==> src/rtl/des_pkg.sv <==
// des_pkg: shared DES tables, constants, state enum and permutation helpers for the encrypt/decrypt cores
package des_pkg;
  localparam int NUM_ROUNDS = 16;
  localparam int ROUND_KEY_W = 48;
  localparam int BLOCK_W = 64;
  typedef enum logic [1:0] {IDLE, ROUND, DONE} state_t;
  localparam int IP_T [1:64] = '{58,50,42,34,26,18,10,2, 60,52,44,36,28,20,12,4,
                                 62,54,46,38,30,22,14,6, 64,56,48,40,32,24,16,8,
                                 57,49,41,33,25,17,9,1,  59,51,43,35,27,19,11,3,
                                 61,53,45,37,29,21,13,5, 63,55,47,39,31,23,15,7};
  localparam int IPI_T [1:64] = '{40,8,48,16,56,24,64,32, 39,7,47,15,55,23,63,31,
                                  38,6,46,14,54,22,62,30, 37,5,45,13,53,21,61,29,
                                  36,4,44,12,52,20,60,28, 35,3,43,11,51,19,59,27,
                                  34,2,42,10,50,18,58,26, 33,1,41,9,49,17,57,25};
  localparam int E_T [1:48] = '{32,1,2,3,4,5, 4,5,6,7,8,9, 8,9,10,11,12,13, 12,13,14,15,16,17,
                                16,17,18,19,20,21, 20,21,22,23,24,25, 24,25,26,27,28,29, 28,29,30,31,32,1};
  localparam int P_T [1:32] = '{16,7,20,21,29,12,28,17, 1,15,23,26,5,18,31,10,
                                2,8,24,14,32,27,3,9, 19,13,30,6,22,11,4,25};
  localparam logic [3:0] SBOX [8][64] = '{
    '{14,4,13,1,2,15,11,8,3,10,6,12,5,9,0,7, 0,15,7,4,14,2,13,1,10,6,12,11,9,5,3,8,
      4,1,14,8,13,6,2,11,15,12,9,7,3,10,5,0, 15,12,8,2,4,9,1,7,5,11,3,14,10,0,6,13},
    '{15,1,8,14,6,11,3,4,9,7,2,13,12,0,5,10, 3,13,4,7,15,2,8,14,12,0,1,10,6,9,11,5,
      0,14,7,11,10,4,13,1,5,8,12,6,9,3,2,15, 13,8,10,1,3,15,4,2,11,6,7,12,0,5,14,9},
    '{10,0,9,14,6,3,15,5,1,13,12,7,11,4,2,8, 13,7,0,9,3,4,6,10,2,8,5,14,12,11,15,1,
      13,6,4,9,8,15,3,0,11,1,2,12,5,10,14,7, 1,10,13,0,6,9,8,7,4,15,14,3,11,5,2,12},
    '{7,13,14,3,0,6,9,10,1,2,8,5,11,12,4,15, 13,8,11,5,6,15,0,3,4,7,2,12,1,10,14,9,
      10,6,9,0,12,11,7,13,15,1,3,14,5,2,8,4, 3,15,0,6,10,1,13,8,9,4,5,11,12,7,2,14},
    '{2,12,4,1,7,10,11,6,8,5,3,15,13,0,14,9, 14,11,2,12,4,7,13,1,5,0,15,10,3,9,8,6,
      4,2,1,11,10,13,7,8,15,9,12,5,6,3,0,14, 11,8,12,7,1,14,2,13,6,15,0,9,10,4,5,3},
    '{12,1,10,15,9,2,6,8,0,13,3,4,14,7,5,11, 10,15,4,2,7,12,9,5,6,1,13,14,0,11,3,8,
      9,14,15,5,2,8,12,3,7,0,4,10,1,13,11,6, 4,3,2,12,9,5,15,10,11,14,1,7,6,0,8,13},
    '{4,11,2,14,15,0,8,13,3,12,9,7,5,10,6,1, 13,0,11,7,4,9,1,10,14,3,5,12,2,15,8,6,
      1,4,11,13,12,3,7,14,10,15,6,8,0,5,9,2, 6,11,13,8,1,4,10,7,9,5,0,15,14,2,3,12},
    '{13,2,8,4,6,15,11,1,10,9,3,14,5,0,12,7, 1,15,13,8,10,3,7,4,12,5,6,11,0,14,9,2,
      7,11,4,1,9,12,14,2,0,6,10,13,15,3,5,8, 2,1,14,7,4,10,8,13,15,12,9,0,3,5,6,11}};
  function automatic logic [1:64] ip_permutation(input logic [1:64] x);
    logic [1:64] y;
    for (int i = 1; i <= 64; i++) y[i] = x[IP_T[i]];
    return y;
  endfunction
  function automatic logic [1:64] ip_inverse_permutation(input logic [1:64] x);
    logic [1:64] y;
    for (int i = 1; i <= 64; i++) y[i] = x[IPI_T[i]];
    return y;
  endfunction
  function automatic logic [1:48] e_expand(input logic [1:32] x);
    logic [1:48] y;
    for (int i = 1; i <= 48; i++) y[i] = x[E_T[i]];
    return y;
  endfunction
  function automatic logic [1:32] p_permute(input logic [1:32] x);
    logic [1:32] y;
    for (int i = 1; i <= 32; i++) y[i] = x[P_T[i]];
    return y;
  endfunction
  function automatic logic [1:32] s_layer(input logic [1:48] x);
    logic [1:32] y;
    logic [1:6] b;
    for (int i = 0; i < 8; i++) begin
      b = x[6*i+1 +: 6];
      y[4*i+1 +: 4] = SBOX[i][{b[1], b[6], b[2:5]}];
    end
    return y;
  endfunction
  function automatic logic [1:NUM_ROUNDS*ROUND_KEY_W] key_reverse(input logic [1:NUM_ROUNDS*ROUND_KEY_W] k);
    logic [1:NUM_ROUNDS*ROUND_KEY_W] y;
    for (int i = 0; i < NUM_ROUNDS; i++) y[ROUND_KEY_W*i+1 +: ROUND_KEY_W] = k[ROUND_KEY_W*(NUM_ROUNDS-1-i)+1 +: ROUND_KEY_W];
    return y;
  endfunction
endpackage

==> src/rtl/des_feistel_f.sv <==
// des_feistel_f: combinational DES round function f = P(S(E(r) ^ k)); ports r[1:32], k[1:48] -> f[1:32]
module des_feistel_f
  import des_pkg::*;
(
  input  logic [1:32] r,
  input  logic [1:48] k,
  output logic [1:32] f
);
  assign f = p_permute(s_layer(e_expand(r) ^ k));
endmodule

==> src/rtl/des_decryption_unroll2.sv <==
// des_decryption_unroll2: 2-rounds/clk DES decrypt (clk, rst, start, ciphertext, round_keys -> busy, done, result); DES_DEC_KEY_LATCH_EN latches keys at start
module des_decryption_unroll2
  import des_pkg::*;
#(
  parameter int ROUNDS_PER_CYCLE = 2
) (
  input  logic                              clk,
  input  logic                              rst,
  input  logic                              start,
  input  logic [1:BLOCK_W]                  ciphertext,
  input  logic [1:NUM_ROUNDS*ROUND_KEY_W]   round_keys,
  output logic                              busy,
  output logic                              done,
  output logic [1:BLOCK_W]                  result
);
  if (ROUNDS_PER_CYCLE != 2) begin : g_bad_rpc
    $error("ROUNDS_PER_CYCLE must be 2");
  end
  state_t state, state_n;
  logic [2:0] cnt;
  logic [1:32] l, r, r1, r2, fa, fb;
  logic [1:ROUND_KEY_W] k_a, k_b;
  logic [1:NUM_ROUNDS*ROUND_KEY_W] keys_rev;
  assign keys_rev = key_reverse(round_keys);
`ifdef DES_DEC_KEY_LATCH_EN
  logic [1:NUM_ROUNDS*ROUND_KEY_W] key_q;
  always_ff @(posedge clk or posedge rst) begin
    if (rst) key_q <= '0;
    else if (state == IDLE && start) key_q <= keys_rev;
    else if (state == ROUND) key_q <= key_q << (2 * ROUND_KEY_W);
  end
  assign {k_a, k_b} = key_q[1:2*ROUND_KEY_W];
`else
  logic [1:2*ROUND_KEY_W] pair [8];
  always_comb for (int i = 0; i < 8; i++) pair[i] = keys_rev[2*ROUND_KEY_W*i+1 +: 2*ROUND_KEY_W];
  assign {k_a, k_b} = pair[cnt];
`endif
  des_feistel_f u_f0 (.r(r),  .k(k_a), .f(fa));
  des_feistel_f u_f1 (.r(r1), .k(k_b), .f(fb));
  assign r1 = l ^ fa;
  assign r2 = r ^ fb;
  always_comb state_n = (state == IDLE) ? (start ? ROUND : IDLE) : (state == ROUND) ? (cnt == 3'd7 ? DONE : ROUND) : IDLE;
  always_ff @(posedge clk or posedge rst) begin
    if (rst) begin
      state  <= IDLE;
      cnt    <= '0;
      l      <= '0;
      r      <= '0;
      result <= '0;
    end else begin
      state <= state_n;
      if (state == IDLE && start) begin
        {l, r} <= ip_permutation(ciphertext);
        cnt    <= '0;
      end else if (state == ROUND) begin
        l   <= r1;
        r   <= r2;
        cnt <= cnt + 3'd1;
        if (cnt == 3'd7) result <= ip_inverse_permutation({r2, r1});
      end
    end
  end
  assign busy = (state != IDLE);
  assign done = (state == DONE);
endmodule

==> config.mk <==
export PLATFORM = sky130hd
export DESIGN_NAME = des_decryption_unroll2
export DESIGN_NICKNAME = d
export VERILOG_FILES = /design/src/rtl/des_pkg.sv /design/src/rtl/des_feistel_f.sv /design/src/rtl/des_decryption_unroll2.sv
export SDC_FILE = /design/constraint.sdc
export NUM_CORES = 1
export LEC_CHECK = 0
export ABC_AREA = 1
export CORE_AREA = 2 2 356 358
export DETAILED_ROUTE_END_ITERATION = 10
export DIE_AREA = 0 0 358 360
export PLACE_DENSITY_LB_ADDON = 0.1
export SETUP_SLACK_MARGIN = 0.05
export SYNTH_ARGS = -nofsm -noshare
export SYNTH_HDL_FRONTEND = slang
export SYNTH_SLANG_ARGS = --single-unit
==> constraint.sdc <==
create_clock -name clk -period 4.85 [get_ports clk]
set_input_delay 0.97 -clock clk [delete_from_list [all_inputs] [get_ports clk]]
set_output_delay 0.97 -clock clk [all_outputs]
set_load 0.05 [all_outputs]
* Yosys cells after proc, flatten, opt, wreduce, memory -nomap -nowiden
Memories as Yosys holds them, arrays and structs flattened.
Cells that the tools add are included.
** Storage, ports and cells
- Bits in registers :: 133
- Bits in latches :: 0
- Memory bits (writable) :: 0
- Bits in read-only memories :: 4096
- Input bits :: 835
- Output and inout port bits :: 66
- Word-level logic and storage cells :: 114
- Memories :: 16
** Operators by class
- Add/subtract/negate cells :: 1
- Multipliers :: 0
- Div/mod/pow operators :: 0
- Order comparisons :: 17
- Equality and inequality tests :: 3
- Shift operators :: 0
- Multiplexer cells :: 45
- Bitwise gates (word level) :: 22
- Reductions and logical operators :: 5
** Memory list
- (no name shown) :: words 64, bits a word 4, rd ports 1, clocked after Yosys merged registers in 0, wr ports 0, RTL line des_pkg.sv:61 : y[4*i+1 +: 4] = SBOX[i][{b[1], b[6], b[2:5]}];
- (no name shown) :: words 64, bits a word 4, rd ports 1, clocked after Yosys merged registers in 0, wr ports 0, RTL line des_pkg.sv:61
- (no name shown) :: words 64, bits a word 4, rd ports 1, clocked after Yosys merged registers in 0, wr ports 0, RTL line des_pkg.sv:61
- (no name shown) :: words 64, bits a word 4, rd ports 1, clocked after Yosys merged registers in 0, wr ports 0, RTL line des_pkg.sv:61
- (no name shown) :: words 64, bits a word 4, rd ports 1, clocked after Yosys merged registers in 0, wr ports 0, RTL line des_pkg.sv:61
- (no name shown) :: words 64, bits a word 4, rd ports 1, clocked after Yosys merged registers in 0, wr ports 0, RTL line des_pkg.sv:61
- 10 more memories
** Operators by type and width (count)
- binary-select mux 96 bit (select 3 bit) :: 1
- 2-to-1 mux 96 bit :: 2
- 2-to-1 mux 32 bit :: 4
- 2-to-1 mux 4 bit :: 32
- >= comparator 7 bit (second input constant) :: 16
- inverter 6 -> 7 bit :: 16
- XOR 48 bit :: 2
- XOR 32 bit :: 2
- 2-to-1 mux 2 bit :: 3
- 2-to-1 mux 3 bit :: 2
- >= comparator 4 bit (second input constant) :: 1
- inverter 3 -> 4 bit :: 1
- nonzero test 2 bit :: 2
- adder 3 x 1 -> 3 bit (second input constant) :: 1
- == test 3 bit (second input constant) :: 1
- AND reduction 3 bit :: 1
- == test 2 x 1 -> 1 bit (second input constant) :: 1
- == test 2 bit (second input constant) :: 1
- zero test 2 bit :: 1
- logical AND 1 bit :: 1
- 2-to-1 mux 1 bit :: 1
- inverter 1 bit :: 1

* Depth between registers and ports, before layout
Gate-level depths: netlist of run 1.
- Word-level depth :: 18
- Mapped depth :: 37
- Gate-level depth less buffers :: 35

* Modules after synthesis
From an unflattened synthesis of run 1, not the netlist that was laid out.
** Unflattened totals
- Cell total of the unflattened synthesis :: 5598
- Area total of the unflattened synthesis :: 27281.2 um^2
** Modules (own cells, without submodules)
- des_decryption_unroll2 :: times used 1, cells each 3388, area an instance 16723.5 um^2
- des_feistel_f :: times used 2, cells each 1105, area an instance 5278.8 um^2

* Worst setup path after synthesis of run 1
Ideal clock, no wire load.
- Path kind :: input port to flip-flop
- Start point :: input round_keys[460] (netlist name)
- End point :: register r[13] (netlist name)
- Library setup time :: 118 ps
- Arrival time :: 3743 ps
- Setup slack :: 989 ps
- Stages :: 30
- Buffers on the path :: 0
- Path through :: inv_1 -> nand2_1 -> nand3_1 -> nand3_1 -> nand2_1 -> nand2_1 -> nand2_1 -> ha_1 -> inv_1 -> nand3_1 -> nand2_1 -> nand2_1 -> nand3_1 -> nand3_1 -> nand3_1 -> nand2_2 -> nand2_1 -> nand2_1 -> ha_1 -> inv_1 -> nand3_1 -> nand3_1 -> nand2_1 -> nand2_1 -> nand2_1 -> nand2_1 -> nand2_1 -> nand2_1 -> nand3_1 -> nand2_1
** On the way
- Longest elaborated chain between the ends :: 17
** Ends and longest elaborated chain
- start: declaration :: RTL line des_decryption_unroll2.sv:11 : input logic [1:NUM_ROUNDS*ROUND_KEY_W] round_keys,
- binary-select mux 96 bit (select 3 bit) :: RTL line des_decryption_unroll2.sv:36 : assign {k_a, k_b} = pair[cnt];
- 2-to-1 mux 96 bit (not written as such) (2 in series) :: RTL line des_decryption_unroll2.sv:36
- XOR 48 bit :: RTL line des_feistel_f.sv:9 : assign f = p_permute(s_layer(e_expand(r) ^ k));
- inverter 6 -> 7 bit (not written as such) :: RTL line des_pkg.sv:61
- memory (64 x 4 bit)
- 2-to-1 mux 4 bit (not written as such) (2 in series) :: RTL line des_pkg.sv:61
- XOR 32 bit :: RTL line des_decryption_unroll2.sv:40 : assign r1 = l ^ fa;
- XOR 48 bit :: RTL line des_feistel_f.sv:9
- inverter 6 -> 7 bit (not written as such) :: RTL line des_pkg.sv:61
- memory (64 x 4 bit)
- 2-to-1 mux 4 bit (not written as such) (2 in series) :: RTL line des_pkg.sv:61
- XOR 32 bit :: RTL line des_decryption_unroll2.sv:41 : assign r2 = r ^ fb;
- 2-to-1 mux 32 bit :: RTL line des_decryption_unroll2.sv:55 : end else if (state == ROUND) begin
- 2-to-1 mux 32 bit :: RTL line des_decryption_unroll2.sv:52 : if (state == IDLE && start) begin
- end signal: assignment :: RTL line des_decryption_unroll2.sv:53 : {l, r} <= ip_permutation(ciphertext);
- end signal: assignment :: RTL line des_decryption_unroll2.sv:57 : r <= r2;
- end: declaration :: RTL line des_decryption_unroll2.sv:21 : logic [1:32] l, r, r1, r2, fa, fb;
No other way between the ends. The select of a mux whose other input is x is not followed.
A chain may end at the register's enable or synchronous reset.

* Worst setup path in the final report of run 1
- Start point :: input round_keys[83] (netlist name)
- End point :: register result[20] (netlist name)
** On the way
- Longest elaborated chain between the ends :: 15
** Ends and longest elaborated chain
- binary-select mux 96 bit (select 3 bit) :: RTL line des_decryption_unroll2.sv:36
- 2-to-1 mux 96 bit (not written as such) (2 in series) :: RTL line des_decryption_unroll2.sv:36
- XOR 48 bit :: RTL line des_feistel_f.sv:9
- inverter 6 -> 7 bit (not written as such) :: RTL line des_pkg.sv:61
- memory (64 x 4 bit)
- 2-to-1 mux 4 bit (not written as such) (2 in series) :: RTL line des_pkg.sv:61
- XOR 32 bit :: RTL line des_decryption_unroll2.sv:40
- XOR 48 bit :: RTL line des_feistel_f.sv:9
- inverter 6 -> 7 bit (not written as such) :: RTL line des_pkg.sv:61
- memory (64 x 4 bit)
- 2-to-1 mux 4 bit (not written as such) (2 in series) :: RTL line des_pkg.sv:61
- XOR 32 bit :: RTL line des_decryption_unroll2.sv:41
- end signal: assignment :: RTL line des_decryption_unroll2.sv:59 : if (cnt == 3'd7) result <= ip_inverse_permutation({r2, r1});
- end: declaration :: RTL line des_decryption_unroll2.sv:14 : output logic [1:BLOCK_W] result
No other way between the ends. The select of a mux whose other input is x is not followed.

==> implementation parameters, run 1 <==
Parameter                              Value

Outcome
  Outcome    completed

Synth
  Number of synthesized flops with an enable pin    0
  Number of warnings issued by yosys    0
  Fraction of post-synthesis cell area in the top cell type by area    28.2%
  Synthesized area per cell    5.44 um^2
  Synthesized instance count    4686
  Synthesized Nets    5641
  Post-synthesis register bit count    133
  Mapped cell area    25500 um^2
  Sequential cell area fraction in the yosys report    13.0%
  Synth Flop Type    sky130_fd_sc_hd__dfrtp_1
  Cell type with the highest aggregate area in the netlist    sky130_fd_sc_hd__nand2_1
  Most numerous cell in the Yosys netlist    sky130_fd_sc_hd__nand2_1
  Number of unique standard cell types used by synthesis    49
  Top cells by count, synth    1917 x sky130_fd_sc_hd__nand2_1, 1048 x sky130_fd_sc_hd__nand3_1, 368 x sky130_fd_sc_hd__inv_1, 215 x sky130_fd_sc_hd__nor2_1, 163 x sky130_fd_sc_hd__o21ai_0
  Top area cells in the synthesized netlist    sky130_fd_sc_hd__nand2_1 28%, sky130_fd_sc_hd__nand3_1 21%, sky130_fd_sc_hd__dfrtp_1 13%
  Share of flip-flops with an asynchronous set or reset    100%

Floorplanning
  DIE HEIGHT    360 um
  Die footprint    129000 um^2
  Total number of placement rows    130
  Chip width    358 um
  IO Pins    901
  Initial Util    20.4%
  Core region area    125000 um^2

CTS
  Number of buffers between clock root and the deepest sink    2
  Clock tree from TritonCTS    yes
  Number of buffers created by CTS    17
  Insertion delay to the later sink of the worst-skew pair    520 ps
  Count of clock tree sinks    133
  Clk pin slew, worst setup/hold paths    70 ps
  Library cell used as clock root buffer    sky130_fd_sc_hd__clkbuf_16
  Depth of the CTS H-tree    4

Route
  Average routed wire per standard cell    24.2 um
  Routed vias    36300
  Initial DRC count    2954
  Detail Route Antenna Nets    0
  Number of design rule violations left after detail routing    0
  Via/cell ratio    4.80
  Total wire length after detailed routing    183 mm
  DR pass1 iterations    6

Job
  Total of max-cap violations    0

STA
  Final setup violation count    0
  Pin slew with the least headroom to its limit    983 ps
  Max Clk Rate    221 MHz
  Final cycle utilization of the critical path    93.5%
  Sum of negative setup slack    0 ps
  Worst slew margin relative to its limit    33.8%
  Min Clock Period, post-route    4530 ps
  Setup repair after global routing missed its margin    yes
  Clock skew after layout    22.5 ps
  Final number of hold-violating endpoints    0
  Number of max-slew violations in the final report    0

Global route
  Vias in the first global route    34900
  Largest net degree at the start of global routing    143
  Antenna violations before repair    51
  GRT Resource Usage Total    27.2%
  Global-route layer with the greatest usage    met2
  Aggregate global routing overflow    0
  Global-route wire length before repair    254 mm
  Met3 Track Usage GR    4.82%
  Met2 Resource Use GR    46.5%
  Global-route track usage on met1    34.7%

Setup path
  Kind of end point of the critical path    flop
  Biggest fanout along the worst timing path    5
  Worst EP required    5260 ps
  Critical path type    input pin to flop
  Worst stage delay on the critical path    460 ps
  Type of element launching the critical path    input pin
  Critical Path Slowest Stage Cell    sky130_fd_sc_hd__clkdlybuf4s50_1
  Critical path data arrival time    4940 ps
  Crit path top cell by count    sky130_fd_sc_hd__nand2_1

Finish
  Layout net count    6823
  Share of post-route cells with drive strength above 1    12.7%
  Post-synthesis to final-layout area growth    57.8%
  Utilization after layout    32.2%

Hold path
  Path type of the worst min-delay path    flop to flop

Place
  Routability congestion estimate    0.940
  Buffers on Ports    900
  DP Wirelength    152 mm
## registers in the layout, indices dropped and copies added (netlist names)
register	cells
r	32
state	2
cnt	3
result	64
l	32
## area by class of cell
cell class / instances / area (um^2)
Multi-Input combinational cell: 3913 / 19400
Sequential cell: 133 / 3340
Timing Repair Buffer: 1401 / 13200
Inverter: 401 / 1550
Tap cell: 1650 / 2060
Clock inverter: 15 / 166
Fill cell: 14100 / 84700
Antenna cell: 22 / 55.1
Timing Repair inverter: 1 / 11.3
Clock buffer: 17 / 425
## cell families after synthesis
| logic type | count (synthesis) | synth area share [%] |
|---|---|---|
| AOI/OAI and AO/OA | 477 | 11.8 |
| and+or+nand+nor | 3284 | 55.0 |
| DFF | 133 | 13.0 |
| xor gates and xnor gates | 30 | 2.15 |
| buffers and inverters | 640 | 12.1 |
| adders and majority gates | 120 | 5.89 |
| muxes | 2 | 0.0834 |
## through the flow
step           hold slack [ps]  area (um^2)  std cells  worst slack [ps]
2_1_floorplan              518        25500       4686               326
4_1_cts                    482        39800       7523              84.2
6_report                   481        40200       7553               317
3_5_place_dp               467        39200       7491              -418
5_1_grt                    498        40200       7547              29.1
3_3_place_gp               465        39200       7491              -459
## layer usage
metal	wire length [um]	part of all wire, %	up-vias
li1	-	-	17700
met1	78900	43	17200
met2	88200	48	1174
met3	11000	6.0	165
met4	4500	2.5	18
met5	119	0.065	-
## worst max-delay path, delay by kind of cell
kind	cells	cell delay, ps
AND/OR/NAND/NOR	21	2220
buffers and inverters	6	940
adder cells (fa/ha/maj)	2	700
AO/OA/AOI/OAI	1	90
## repair_timing
action                     4_1_cts  5_1_grt
setup buffers                    0        5
cloned                           0        3
pin swaps                        0        4
hold buffers                     0        0
gates resized for setup          1       62
setup endpoints to repair        1       64
## cells in the final DEF (no fill, tap or decap), drive strengths merged
master and instances:
mux2i 1, diode 22, and2 2, dfrtp 133
o21ai 221, nand3 1066, bufinv 2, a221o 10
buf 500, a221oi 8, ha 120, nor2 218
clkbuf 19, clkinv 6, a21o 1, nand4 1
nand2 1989, xnor2 4, o221ai 61, nand3b 4
mux2 1, xor2 26, a21oi 103, a32oi 5
inv 407, a32o 40, clkinvlp 2, o211ai 24
or2 4, a22oi 4, clkdlybuf4s50 899
## final timing paths
kind                           startpoint  cells after the start         end  slack [ps]
hold reg to reg                result[26]                      2  result[26]         480
max in group asynchronous             rst                      3  result[10]        2960
setup / recovery           round_keys[83]                     30  result[20]         320
min in group asynchronous             rst                      2  result[49]         910
hold / removal                 result[26]                      2  result[26]         480
setup reg to reg                   cnt[1]                     28       r[20]         330
Power of run 1 is left out: the tool's default activity adds up to more than one toggle a clock period on the data nets, which glitch-free logic cannot reach.
==> run 2, diff against run 1 <==
Settings changed: CTS_CLUSTER_DIAMETER from default to 60, SLEW_MARGIN from default to 10.
==> results of run 2 <==
Same layout as run 1: the final DEF is identical, and so are final timing and power.
Power of run 2 is left out for the same reason.
